### config.mk
export PLATFORM = sky130hd
export DESIGN_NAME = rr_arbiter_16
export DESIGN_NICKNAME = d
export VERILOG_FILES = /design/src/rtl/rr_arbiter_16.sv
export SDC_FILE = /design/constraint.sdc
export NUM_CORES = 1
export LEC_CHECK = 0
export CAP_MARGIN = 10
export CORE_MARGIN = 5
export CORE_UTILIZATION = 45
export CTS_CLUSTER_SIZE = 30
export DETAILED_ROUTE_END_ITERATION = 8
export GPL_ROUTABILITY_DRIVEN = 0
export HOLD_SLACK_MARGIN = 0.02
export PLACE_DENSITY_LB_ADDON = 0.05
export SLEW_MARGIN = 20
export SYNTH_ARGS = -nofsm -noshare
export SYNTH_HDL_FRONTEND = slang
export SYNTH_SLANG_ARGS = --single-unit
### constraint.sdc
create_clock -name clk_i -period 5.45 [get_ports clk_i]
set_input_delay 0.8175 -clock clk_i [delete_from_list [all_inputs] [get_ports clk_i]]
set_output_delay 0.8175 -clock clk_i [all_outputs]
set_load 0.1 [all_outputs]
### src/rtl/rr_arbiter_16.sv
// Round-robin arbiter for 16 requesters with registered one-hot grant, encoded index,
// optional hold timeout and a configurable idle gap between release and re-arbitration.
module rr_arbiter_16 #(
    parameter int unsigned MaxHold   = 0,
    parameter int unsigned GapCycles = 1,
    parameter int unsigned HoldW     = 8
) (
    input  logic        clk_i,
    input  logic        reset_i,
    input  logic        enable_i,
    input  logic [15:0] req_i,
    output logic [15:0] gnt_o,
    output logic [3:0]  gnt_idx_o,
    output logic        gnt_valid_o,
    output logic        timeout_pulse_o
);

    localparam int unsigned GapW = (GapCycles > 1) ? $clog2(GapCycles) : 1;

    typedef enum logic [1:0] {
        StIdle,
        StBusy,
        StGap
    } state_e;

    state_e            state_q, state_d;
    logic [15:0]       gnt_q, gnt_d;
    logic [3:0]        idx_q, idx_d;
    logic [3:0]        ptr_q, ptr_d;
    logic [HoldW-1:0]  hold_q, hold_d;
    logic [GapW-1:0]   gap_q, gap_d;
    logic              pulse_q, pulse_d;

    logic [3:0]        winner;
    logic              any_req;

    // Scan from ptr upward with 4-bit wrap; the first asserted request wins.
    always_comb begin
        logic [3:0] cand;
        logic       found;
        cand   = '0;
        found  = 1'b0;
        winner = ptr_q;
        for (int i = 0; i < 16; i++) begin
            cand = ptr_q + 4'(i);
            if (!found && req_i[cand]) begin
                winner = cand;
                found  = 1'b1;
            end
        end
    end

    assign any_req = |req_i;

    always_comb begin
        logic release_now;
        state_d     = state_q;
        gnt_d       = gnt_q;
        idx_d       = idx_q;
        ptr_d       = ptr_q;
        hold_d      = hold_q;
        gap_d       = gap_q;
        pulse_d     = 1'b0;
        release_now = 1'b0;

        unique case (state_q)
            StIdle: begin
                if (enable_i && any_req) begin
                    gnt_d   = 16'h0001 << winner;
                    idx_d   = winner;
                    ptr_d   = winner + 4'd1;
                    hold_d  = HoldW'(1);
                    state_d = StBusy;
                end
            end
            StBusy: begin
                if (!req_i[idx_q]) begin
                    release_now = 1'b1;
                end else if ((MaxHold != 0) && (hold_q == HoldW'(MaxHold))) begin
                    release_now = 1'b1;
                    pulse_d     = 1'b1;
                end else if (hold_q != {HoldW{1'b1}}) begin
                    hold_d = hold_q + 1'b1;
                end
                if (release_now) begin
                    gnt_d   = '0;
                    gap_d   = '0;
                    state_d = (GapCycles > 0) ? StGap : StIdle;
                end
            end
            StGap: begin
                if (gap_q == GapW'(GapCycles - 1)) begin
                    state_d = StIdle;
                end else begin
                    gap_d = gap_q + 1'b1;
                end
            end
            default: state_d = StIdle;
        endcase
    end

    always_ff @(posedge clk_i) begin
        if (reset_i) begin
            state_q <= StIdle;
            gnt_q   <= '0;
            idx_q   <= '0;
            ptr_q   <= '0;
            hold_q  <= '0;
            gap_q   <= '0;
            pulse_q <= 1'b0;
        end else begin
            state_q <= state_d;
            gnt_q   <= gnt_d;
            idx_q   <= idx_d;
            ptr_q   <= ptr_d;
            hold_q  <= hold_d;
            gap_q   <= gap_d;
            pulse_q <= pulse_d;
        end
    end

    assign gnt_o           = gnt_q;
    assign gnt_idx_o       = idx_q;
    assign gnt_valid_o     = |gnt_q;
    assign timeout_pulse_o = pulse_q;

endmodule

-- Yosys cells after proc, flatten, opt, wreduce, memory -nomap -nowiden
Index checks and enable logic that the tools add are counted.
- bits in registers: 27
- input bits: 19
- output and inout port bits: 22
- logic and storage cells: 161
- add/sub/neg operators: 17
- order comparisons: 17
- equal/unequal tests: 5
- shifts and indexed selects: 1
- multiplexer cells: 76
- reduce and logical (&&, ||, !) cells: 40
- operators with widths (cell ; count):
    4-bit by 5-bit < comparator with 1-bit output (second input constant) ; 17
    1-bit binary-select mux with 4-bit select ; 17
    4-bit two-way mux ; 15
    1-bit two-way mux ; 36
    4-bit adder (second input constant) ; 8
    16-bit two-way mux ; 2
    16-bit case mux with 2 select lines ; 1
    16-bit OR reduction ; 2
    4-bit by 3-bit adder with 4-bit output (second input constant) ; 4
    1-bit logical AND ; 16
    1-bit by 4-bit left shift with 16-bit output (first input constant) ; 1
    1-bit zero test ; 15
    4-bit by 1-bit adder with 4-bit output (second input constant) ; 2
    4-bit by 2-bit adder with 4-bit output (second input constant) ; 2
    2-bit two-way mux ; 3
    2-bit != test (second input constant) ; 3
    2-bit case mux with 3 select lines ; 1
    3-bit AND reduction ; 2
    2-bit AND reduction ; 2
    2-bit nonzero test ; 2
    2-bit by 1-bit equality test with 1-bit output (second input constant) ; 1
    2-bit equality test (second input constant) ; 1
    2-bit zero test ; 1
    1-bit case mux with 2 select lines ; 1
    1-bit adder (second input constant) ; 1

-- Longest topological paths before layout
Gate-level depths: netlist of run 1.
- depth in word-level cells: 51
- gate-level depth with buffers: 25
- depth with buffers taken out: 18

-- Least setup slack after synthesis of run 1
No wires, ideal clock.
- path kind: flip-flop to flip-flop
- start point: register ptr_q[1]
- end point: register gnt_q[15], in the netlist gnt_o[15]
- setup time: 0.128 ns
- arrival time: 5.125 ns
- required time: 5.322 ns
- path slack: 0.198 ns
- cell stages (with the launch flop): 24
- buffers on the path: 5
- cells stage by stage: dfxtp_1 -> buf_6 -> buf_6 -> buf_2 -> clkbuf_1 -> inv_1 -> ha_1 -> clkbuf_1 -> mux2_2 -> mux2_2 -> mux4_2 -> nor4_4 -> and4_4 -> nand3_4 -> or2_4 -> a21oi_1 -> a21oi_1 -> nor2_1 -> inv_1 -> ha_1 -> ha_1 -> nand2_1 -> a2bb2oi_1 -> nor2_1
- longest elaborated chain between the ends: 51
- elaborated cells on any way between the ends: 110
- ends and longest elaborated chain (element ; RTL line ; source):
    start: declaration ; 29 ; logic [3:0] ptr_q, ptr_d;
    start signal: assignment ; 115 ; ptr_q <= ptr_d;
    branches (longest 47 deep; another with 4-bit by 1-bit adder with 4-bit output) ; -- ;
    4-bit two-way mux (*) ; 46 ; if (!found && req_i[cand]) begin
    named net winner[1] ; 34 ; logic [3:0] winner;
    1-bit by 4-bit left shift with 16-bit output (*) ; 69 ; gnt_d = 16'h0001 << winner;
    16-bit two-way mux (*) ; 68 ; if (enable_i && any_req) begin
    16-bit case mux with 2 select lines (*) ; 66 ; unique case (state_q)
    end signal: assignment ; 113 ; gnt_q <= gnt_d;
    end: declaration ; 27 ; logic [15:0] gnt_q, gnt_d;
Mark *: on every way through the listed nets, which the timed path passes. The select of a mux whose other input is x is not followed.
A chain may end at the register's enable or synchronous reset.

-- Worst setup path after layout of run 1
- start point: input port req_i[15]
- end point: register ptr_q[2]
- longest elaborated chain between the ends: 49
- elaborated cells on any way between the ends: 96
- ends and longest elaborated chain (element ; RTL line ; source):
    start: declaration ; 11 ; input logic [15:0] req_i,
    1-bit binary-select mux with 4-bit select ; 46 ;
    1-bit two-way mux (not written as such) ; 46 ;
    1-bit two-way mux ; 46 ;
    1-bit zero test ; 46 ;
    1-bit logical AND ; 46 ;
    1-bit two-way mux ; 46 ;
    1-bit zero test ; 46 ;
    1-bit logical AND ; 46 ;
    [... 34 more ...] ; -- ;
    1-bit zero test ; 46 ;
    1-bit logical AND ; 46 ;
    1-bit two-way mux ; 46 ;
    1-bit zero test ; 46 ;
    1-bit logical AND ; 46 ;
    4-bit two-way mux (*) ; 46 ;
    named net winner[0] ; 34 ;
    4-bit by 1-bit adder with 4-bit output (*) ; 71 ; ptr_d = winner + 4'd1;
The timed path passes the listed nets; every way through them passes the cells marked *. The select of a mux whose other input is x is not followed.

==> flow_summary.json, run 1 <==
{
  "synthToLayoutAreaGrowth_pct": 14.5,
  "n_fill_cell": 793,
  "fin_ws_ps": 688,
  "dp_slack_ps": 481,
  "min_to": "gnt_o[6]$_SDFFE_PP0P_",
  "viasPerCell": 6.71,
  "period_share_pct": 87.4,
  "r2r_end": "ptr_q[2]$_SDFFE_PP0P_",
  "postSynthAreaPerCell_um2": 8.94,
  "relSlewSlack_pct": 34.8,
  "htree_levels": 1,
  "hp-class": "register to register",
  "dr.pass1.iters": 5,
  "insertion_delay_ps": 270,
  "clockBufferDepth": 2,
  "nets": 495,
  "holdBufCountCts": 0,
  "rsz0062_at_grt": "no",
  "ioPinCount": 41,
  "setup_tns_ps": 0,
  "crit_chain": "clkdlybuf4s50_1 -> mux2_2 -> mux2_2 -> mux4_2 -> nand3_1 -> a21oi_1 -> o31ai_1 -> o311ai_4 -> xnor2_1 -> ha_1 -> ha_1 -> mux2i_1 -> nor2_1",
  "min_path_cells": 2,
  "drtAntennaViolNets": 0,
  "antenna_found_initial": 0,
  "cts_root_buf": "clkbuf_8",
  "syn-cell-area_um2": 3860,
  "cp_slowest_cell": "mux4_2",
  "fp.dieW_um": 103,
  "drt-wirelength-per-cell_um": 20.9,
  "diodes": 0,
  "hp-start": "gnt_o[6]$_SDFFE_PP0P_",
  "synth.largest_area_cell": "mux4_2",
  "async_reset_ff_share_pct": 0,
  "vias": 3802,
  "first_global_vias": 3669,
  "synth.distinct_cells": 72,
  "grt_pass1_wl_um": 19400,
  "r2r_start": "ptr_q[1]$_SDFFE_PP0P_",
  "totalWireLength_um": 11800,
  "worst_pin_slew_ps": 976,
  "critPathArrivalTime_ps": 4890,
  "synth_edf_count": 0,
  "cp_num_buf_inv": 1,
  "row_count": 33,
  "fin_util_pct": 53.3,
  "endpoint_kind": "register",
  "yosys_warnings": 0,
  "max_stage_delay_ps": 600,
  "netlist_instances": 432,
  "synth_area_leaders": "mux4_2 (19%), dfxtp_1 (13%), mux2_2 (6.7%)",
  "die_height_um": 103,
  "fmax_mhz": 210,
  "ff2ff_path_depth": 14,
  "die_area_um2": 10500,
  "finClkSkew_ps": 4.49,
  "worst_ep_required_time_ps": 5580,
  "hold_viol": 0,
  "criticalPathCategory": "input port to register",
  "period_needed_ps": 4760,
  "critPathTopFamily": "multiplexers",
  "synth_most_common_cell": "nor2_1",
  "drc": 0,
  "r2r_slack_ps": 730,
  "synth_top_cell_area_share_pct": 18.7,
  "synth_seq_area_share_pct": 13.5,
  "ys.flop_type": "dfxtp_1",
  "crit_path_start_kind": "input port",
  "drv_cap": 0,
  "clkTransAtPathRegs_ps": 90,
  "grt-ovfl-total": 0,
  "track_usage_pct": 23.2,
  "grt_max_degree": 34,
  "cp_max_fo": 10,
  "dp.final_hpwl_um": 9120,
  "ys_ff_latch": 26,
  "drive_gt1_share_pct": 22.1,
  "status": "finished, final reports clean",
  "io_buffers": 39,
  "initial_core_util_pct": 46.6,
  "post_cts_buffers": 0,
  "core_area_um2": 8300,
  "cts_made_buffers": 3,
  "cts_sinks": 26,
  "slew_violations": 0,
  "ys_top_cells_by_count": "nor2_1 (33), mux4_2 (32), nand2_1 (31)",
  "cts_tree": "yes",
  "cts_resized": 0,
  "syn_nets": 463,
  "setup_violations": 0,
  "first_iter_violations": 297
}
cell families after synthesis:
family / after synthesis / synth area share [%]
AND/OR/NAND/NOR: 132 / 18.8
AO/OA/AOI/OAI: 124 / 23.7
multiplexers: 78 / 31.6
buffers and inverters: 45 / 5.25
flip-flops: 26 / 13.5
XOR/XNOR: 14 / 3.17
adder cells (fa/ha/maj): 12 / 3.89
other: 1 / 0.0971
worst max path at each step:
stage,startpoint,end,depth (start not counted)
detailed placement,req_i[12],gnt_o[15]$_SDFFE_PP0P_,18
finish,req_i[15],ptr_q[2]$_SDFFE_PP0P_,13
CTS,req_i[12],gnt_o[15]$_SDFFE_PP0P_,18
global placement,req_i[7],gnt_o[15]$_SDFFE_PP0P_,17
floorplan,ptr_q[1]$_SDFFE_PP0P_,gnt_o[15]$_SDFFE_PP0P_,23
global route,ptr_q[1]$_SDFFE_PP0P_,gnt_o[15]$_SDFFE_PP0P_,20
state kept, by name, indices dropped and copies added (netlist names):
register and count:
gnt_idx_o 4, gnt_o 16, ptr_q 4, state_q 2
stage by stage:
step	std cells	instance area [um^2]	hold WS, ps
global placement	564	4380	465
floorplan	432	3860	448
CTS	567	4420	484
detailed placement	564	4380	472
finish	567	4420	484
global route	567	4420	520
placed cells by master (no fill, tap or decap), drive strengths merged, types with 9 or more instances in the layout:
cell,n
a21oi,27
buf,18
clkdlybuf4s50,39
dfxtp,26
ha,12
inv,15
mux2,23
mux2i,23
mux4,32
nand2,31
nand3,10
nor2,35
nor3,10
nor4,10
o21ai,18
o31ai,9
xnor2,11
per-layer routing:
layer	part of all wire [%]	global-route usage (%)	routed length (um)
met1	46	34.7	5450
met2	44	34.3	5220
met3	7.1	3.65	845
met4	2.7	6.56	322
met5	0	0	0
worst register-to-register path, stage by stage (launching register included):
cell and delay [ps]:
dfxtp_2 350, inv_1 110, ha_1 590, mux2_2 430, mux2_2 290, mux4_2 620
nand3_1 160, a21oi_1 80, o31ai_1 470, o311ai_4 210, xnor2_1 510, ha_1 330
ha_1 250, mux2i_1 130, nor2_1 50
area by class of cell:
class                           count  area (um^2)  share of cell area, %
Tap cell                          105          131                   2.97
Inverter                           15         56.3                   1.27
Multi-Input combinational cell    361         3150                   71.2
Sequential cell                    26          522                   11.8
Timing Repair Buffer               57          526                   11.9
Clock buffer                        3         41.3                  0.933
Power of run 1 is left out: the tool's default activity adds up to more than one toggle a clock period on the data nets, which glitch-free logic cannot reach.
==> run 2, diff against run 1 <==
--- a/config.mk
+++ b/config.mk
@@ -10,7 +10,6 @@
 export CORE_UTILIZATION = 45
 export CTS_CLUSTER_SIZE = 30
 export DETAILED_ROUTE_END_ITERATION = 8
-export GPL_ROUTABILITY_DRIVEN = 0
 export HOLD_SLACK_MARGIN = 0.02
 export PLACE_DENSITY_LB_ADDON = 0.05
 export SLEW_MARGIN = 20
==> constraint.sdc (replaced) <==
create_clock -name clk_i -period 4.07 [get_ports clk_i]
set_input_delay 0.6105 -clock clk_i [delete_from_list [all_inputs] [get_ports clk_i]]
set_output_delay 0.6105 -clock clk_i [all_outputs]
set_load 0.1 [all_outputs]
==> flow_summary.json, run 2 (synthesis gave the netlist of run 1 again) <==
{
  "fmax_mhz": 249,
  "critPathTopFamily": "multiplexers",
  "io_buffers": 39,
  "insertion_delay_ps": 280,
  "core_area_um2": 8300,
  "r2r_end": "ptr_q[2]$_SDFFE_PP0P_",
  "finClkSkew_ps": 4.10,
  "dr.pass1.iters": 4,
  "n_fill_cell": 699,
  "ff2ff_path_depth": 18,
  "viasPerCell": 6.12,
  "die_height_um": 103,
  "endpoint_kind": "register",
  "final_cell_mix": "buf_4 (125), mux4_2 (32), nor2_1 (32)",
  "diodes": 0,
  "drc": 0,
  "setup_violations": 0,
  "criticalPathCategory": "register to register",
  "status": "finished, final reports clean",
  "totalWireLength_um": 13600,
  "antenna_found_initial": 0,
  "worst_ep_required_time_ps": 4210,
  "first_global_vias": 4060,
  "initial_core_util_pct": 46.6,
  "worst_pin_slew_ps": 980,
  "grt_util_met3_pct": 2.37,
  "rsz0062_at_grt": "yes",
  "clkTransAtPathRegs_ps": 90,
  "drtAntennaViolNets": 0,
  "cts_root_buf": "clkbuf_8",
  "row_count": 33,
  "place_congestion": 0.912,
  "die_area_um2": 10500,
  "htree_levels": 1,
  "slew_violations": 0,
  "cp_max_fo": 7,
  "crit_cells": 18,
  "crit_start": "ptr_q[1]$_SDFFE_PP0P_",
  "fp.dieW_um": 103,
  "track_usage_pct": 26.2,
  "cts_sinks": 26,
  "period_needed_ps": 4010,
  "cp_num_buf_inv": 5,
  "grt-ovfl-total": 0,
  "met2_usage_pct": 42.4,
  "largest_register_ffs": 16,
  "crit_chain": "inv_6 -> buf_6 -> ha_4 -> mux2_4 -> mux2_4 -> mux4_2 -> buf_4 -> nand3_1 -> a21oi_1 -> o31ai_1 -> buf_4 -> o311ai_4 -> xnor2_2 -> buf_4 -> ha_4 -> ha_4 -> mux2i_1 -> nor2_1",
  "placed_area_um2": 5240,
  "hp-start": "state_q[1]$_SDFFE_PP0P_",
  "crit_path_start_kind": "register",
  "ioPinCount": 41,
  "use_met1_pct": 39.3,
  "cp_slowest_cell": "mux4_2",
  "nets": 608,
  "r2r_start": "ptr_q[1]$_SDFFE_PP0P_",
  "cts_made_buffers": 3,
  "holdBufCountCts": 0,
  "endpoint": "ptr_q[2]$_SDFFE_PP0P_",
  "grt_pass1_wl_um": 21700,
  "drive_gt1_share_pct": 42.7,
  "clockBufferDepth": 2,
  "hp-class": "register to register",
  "max_stage_delay_ps": 520,
  "relSlewSlack_pct": 34.4,
  "first_iter_violations": 297,
  "critPathArrivalTime_ps": 4160,
  "cts_tree": "yes",
  "dp.final_hpwl_um": 10800,
  "final_common_cell": "buf_4",
  "hold_viol": 0,
  "grt_max_degree": 26,
  "synthToLayoutAreaGrowth_pct": 43.4,
  "grt.busiest_layer": "met2",
  "r2r_slack_ps": 60,
  "period_share_pct": 98.6,
  "design_area_um2": 5540,
  "vias": 4170,
  "drt-wirelength-per-cell_um": 19.9,
  "drv_cap": 0
}
-- run 2: worst min path at each step --
stage	to	slack, ps	cells after the start
floorplan	state_q[1]$_SDFFE_PP0P_	450	1
global placement	gnt_o[4]$_SDFFE_PP0P_	460	2
detailed placement	gnt_o[4]$_SDFFE_PP0P_	470	2
CTS	gnt_o[4]$_SDFFE_PP0P_	480	2
global route	gnt_o[4]$_SDFFE_PP0P_	510	2
finish	state_q[1]$_SDFFE_PP0P_	480	1
-- run 2: what timing repair did --
action / CTS / global route
pin swaps: 5 / 7
hold endpoints to repair: 0 / 0
setup buffers: 2 / 7
resized for setup: 29 / 29
setup endpoints to repair: 18 / 19
-- run 2: area by class of cell --
cell class | count | area, um^2 | area share, %
clock buffers | 3 | 41.3 | 0.745
multi-input cells | 361 | 3360 | 60.6
clock inverters | 1 | 30.0 | 0.542
well taps | 105 | 131 | 2.37
inverters | 15 | 61.3 | 1.11
repair buffers | 170 | 1390 | 25.1
flip-flops and latches | 26 | 524 | 9.46
-- run 2: metrics by stage --
| stage | setup TNS, ps | std cells | hold slack [ps] | worst slack [ps] | util [%] |
|---|---|---|---|---|---|
| 6_report | 0 | 681 | 484 | 58.1 | 66.8 |
| 5_1_grt | -320 | 681 | 511 | -102 | 66.8 |
| 4_1_cts | 0 | 675 | 483 | 3.93 | 64.8 |
| 3_5_place_dp | -5950 | 669 | 470 | -399 | 63.1 |
| 3_3_place_gp | -5270 | 669 | 464 | -349 | 63.1 |
| 2_1_floorplan | -7260 | 432 | 448 | -569 | - |
-- run 2: metal layers --
metal  vias to the layer above  wire length [um]
met5                         -                 0
met4                         0               123
met3                         9               679
met2                       133              6390
met1                      2043              6380
li1                       1985                 -
Power of run 2 is left out for the same reason.
==> run 3, diff against run 2 <==
--- a/config.mk
+++ b/config.mk
@@ -12,7 +12,7 @@
 export DETAILED_ROUTE_END_ITERATION = 8
 export HOLD_SLACK_MARGIN = 0.02
 export PLACE_DENSITY_LB_ADDON = 0.05
-export SLEW_MARGIN = 20
+export SLEW_MARGIN = 40
 export SYNTH_ARGS = -nofsm -noshare
 export SYNTH_HDL_FRONTEND = slang
 export SYNTH_SLANG_ARGS = --single-unit
==> flow_summary.json, run 3 (synthesis gave the netlist of run 1 again) <==
{
  "ioPinCount": 41,
  "drv_cap": 0,
  "first_iter_violations": 306,
  "finClkSkew_ps": 2.29,
  "dr.pass1.iters": 5,
  "totalWireLength_um": 13200,
  "max_stage_delay_ps": 520,
  "track_usage_pct": 25.5,
  "period_share_pct": 98.0,
  "rsz0062_at_grt": "yes",
  "worst_pin_slew_ps": 694,
  "cts_made_buffers": 3,
  "insertion_delay_ps": 270,
  "endpoint_kind": "register",
  "hp-class": "register to register",
  "htree_levels": 1,
  "diodes": 0,
  "grt-ovfl-total": 0,
  "drt-wirelength-per-cell_um": 19.3,
  "crit_path_start_kind": "register",
  "initial_core_util_pct": 46.6,
  "cts_sinks": 26,
  "die_area_um2": 10500,
  "io_buffers": 39,
  "dp_slack_ps": -394,
  "grt_pass1_wl_um": 21100,
  "antenna_found_initial": 0,
  "fin_ws_ps": 79.8,
  "crit_chain": "inv_6 -> buf_6 -> ha_4 -> mux2_4 -> mux2_4 -> mux4_2 -> buf_4 -> nand3_1 -> a21oi_1 -> o31ai_1 -> buf_4 -> o311ai_4 -> xnor2_2 -> buf_4 -> ha_4 -> ha_4 -> mux2i_1 -> nor2_1",
  "drtAntennaViolNets": 0,
  "clkTransAtPathRegs_ps": 90,
  "place_congestion": 0.912,
  "final_common_cell": "buf_4",
  "drc": 0,
  "drive_gt1_share_pct": 46.1,
  "criticalPathCategory": "register to register",
  "viasPerCell": 6.17,
  "fmax_mhz": 251,
  "worst_ep_required_time_ps": 4210,
  "critPathArrivalTime_ps": 4130,
  "nets": 609,
  "synthToLayoutAreaGrowth_pct": 40.0,
  "cts_tree": "yes",
  "setup_violations": 0,
  "holdBufCountCts": 0,
  "die_height_um": 103,
  "relSlewSlack_pct": 53.6,
  "row_count": 33,
  "cts_root_buf": "clkbuf_8",
  "core_area_um2": 8300,
  "first_global_vias": 3980,
  "period_needed_ps": 3990,
  "hold_viol": 0,
  "slew_violations": 0,
  "clockBufferDepth": 2,
  "grt_max_degree": 26,
  "cp_max_fo": 7,
  "dp.final_hpwl_um": 10700,
  "largest_register_ffs": 16,
  "fp.dieW_um": 103,
  "vias": 4205,
  "cp_slowest_cell": "mux4_2",
  "final_cell_mix": "buf_4 (128), mux4_2 (32), nor2_1 (32)",
  "status": "finished, final reports clean"
}
==> run 3: path summary, 6_finish.rpt <==
path | start | endpoint | slack, ps | depth (start not counted)
hold reg to reg | state_q[1]$_SDFFE_PP0P_ | state_q[1]$_SDFFE_PP0P_ | 480 | 1
setup / recovery | ptr_q[1]$_SDFFE_PP0P_ | ptr_q[2]$_SDFFE_PP0P_ | 80 | 18
setup reg to reg | ptr_q[1]$_SDFFE_PP0P_ | ptr_q[2]$_SDFFE_PP0P_ | 80 | 18
hold / removal | state_q[1]$_SDFFE_PP0P_ | state_q[1]$_SDFFE_PP0P_ | 480 | 1
==> run 3: layer usage <==
layer	part of all wire, %	vias to the layer above	wire length [um]	GRT usage, %
met2	46	152	6030	39.6
met5	0	-	0	0
li1	-	1991	-	-
met3	5.8	23	767	2.77
met1	46	2039	6070	38.3
met4	2.2	0	291	5.15
==> run 3: area by class of cell <==
class	instances	area, um^2
multi-input cells	361	3340
flip-flops and latches	26	524
clock inverters	1	30.0
inverters	15	61.3
fillers	719	2890
repair buffers	171	1280
clock buffers	3	41.3
well taps	105	131
==> run 3: repair_timing <==
| item | in CTS | in global routing |
|---|---|---|
| setup endpoints to repair | 17 | 19 |
| gates resized for setup | 23 | 29 |
| pin swaps | 4 | 11 |
| buffers inserted | 2 | 7 |
==> run 3: worst max-delay path, delay by kind of cell (launching register included) <==
kind	cells	cell delay, ps
AO/OA/AOI/OAI	3	470
XOR/XNOR	1	260
adder cells (fa/ha/maj)	3	670
buffers and inverters	5	670
flip-flops	1	380
multiplexers	4	1240
AND/OR/NAND/NOR	2	150
==> run 3: stage by stage <==
step | std cells | instance area, um^2 | TNS (ps) | utilization (%) | hold slack [ps]
2_1_floorplan | 432 | 3980 | -7260 | - | 448
3_3_place_gp | 669 | 5240 | -5270 | 63.1 | 464
3_5_place_dp | 669 | 5130 | -5980 | 61.8 | 473
4_1_cts | 675 | 5230 | 0 | 63.0 | 487
5_1_grt | 682 | 5410 | -388 | 65.2 | 512
6_report | 682 | 5410 | 0 | 65.2 | 483
Power of run 3 is left out for the same reason.
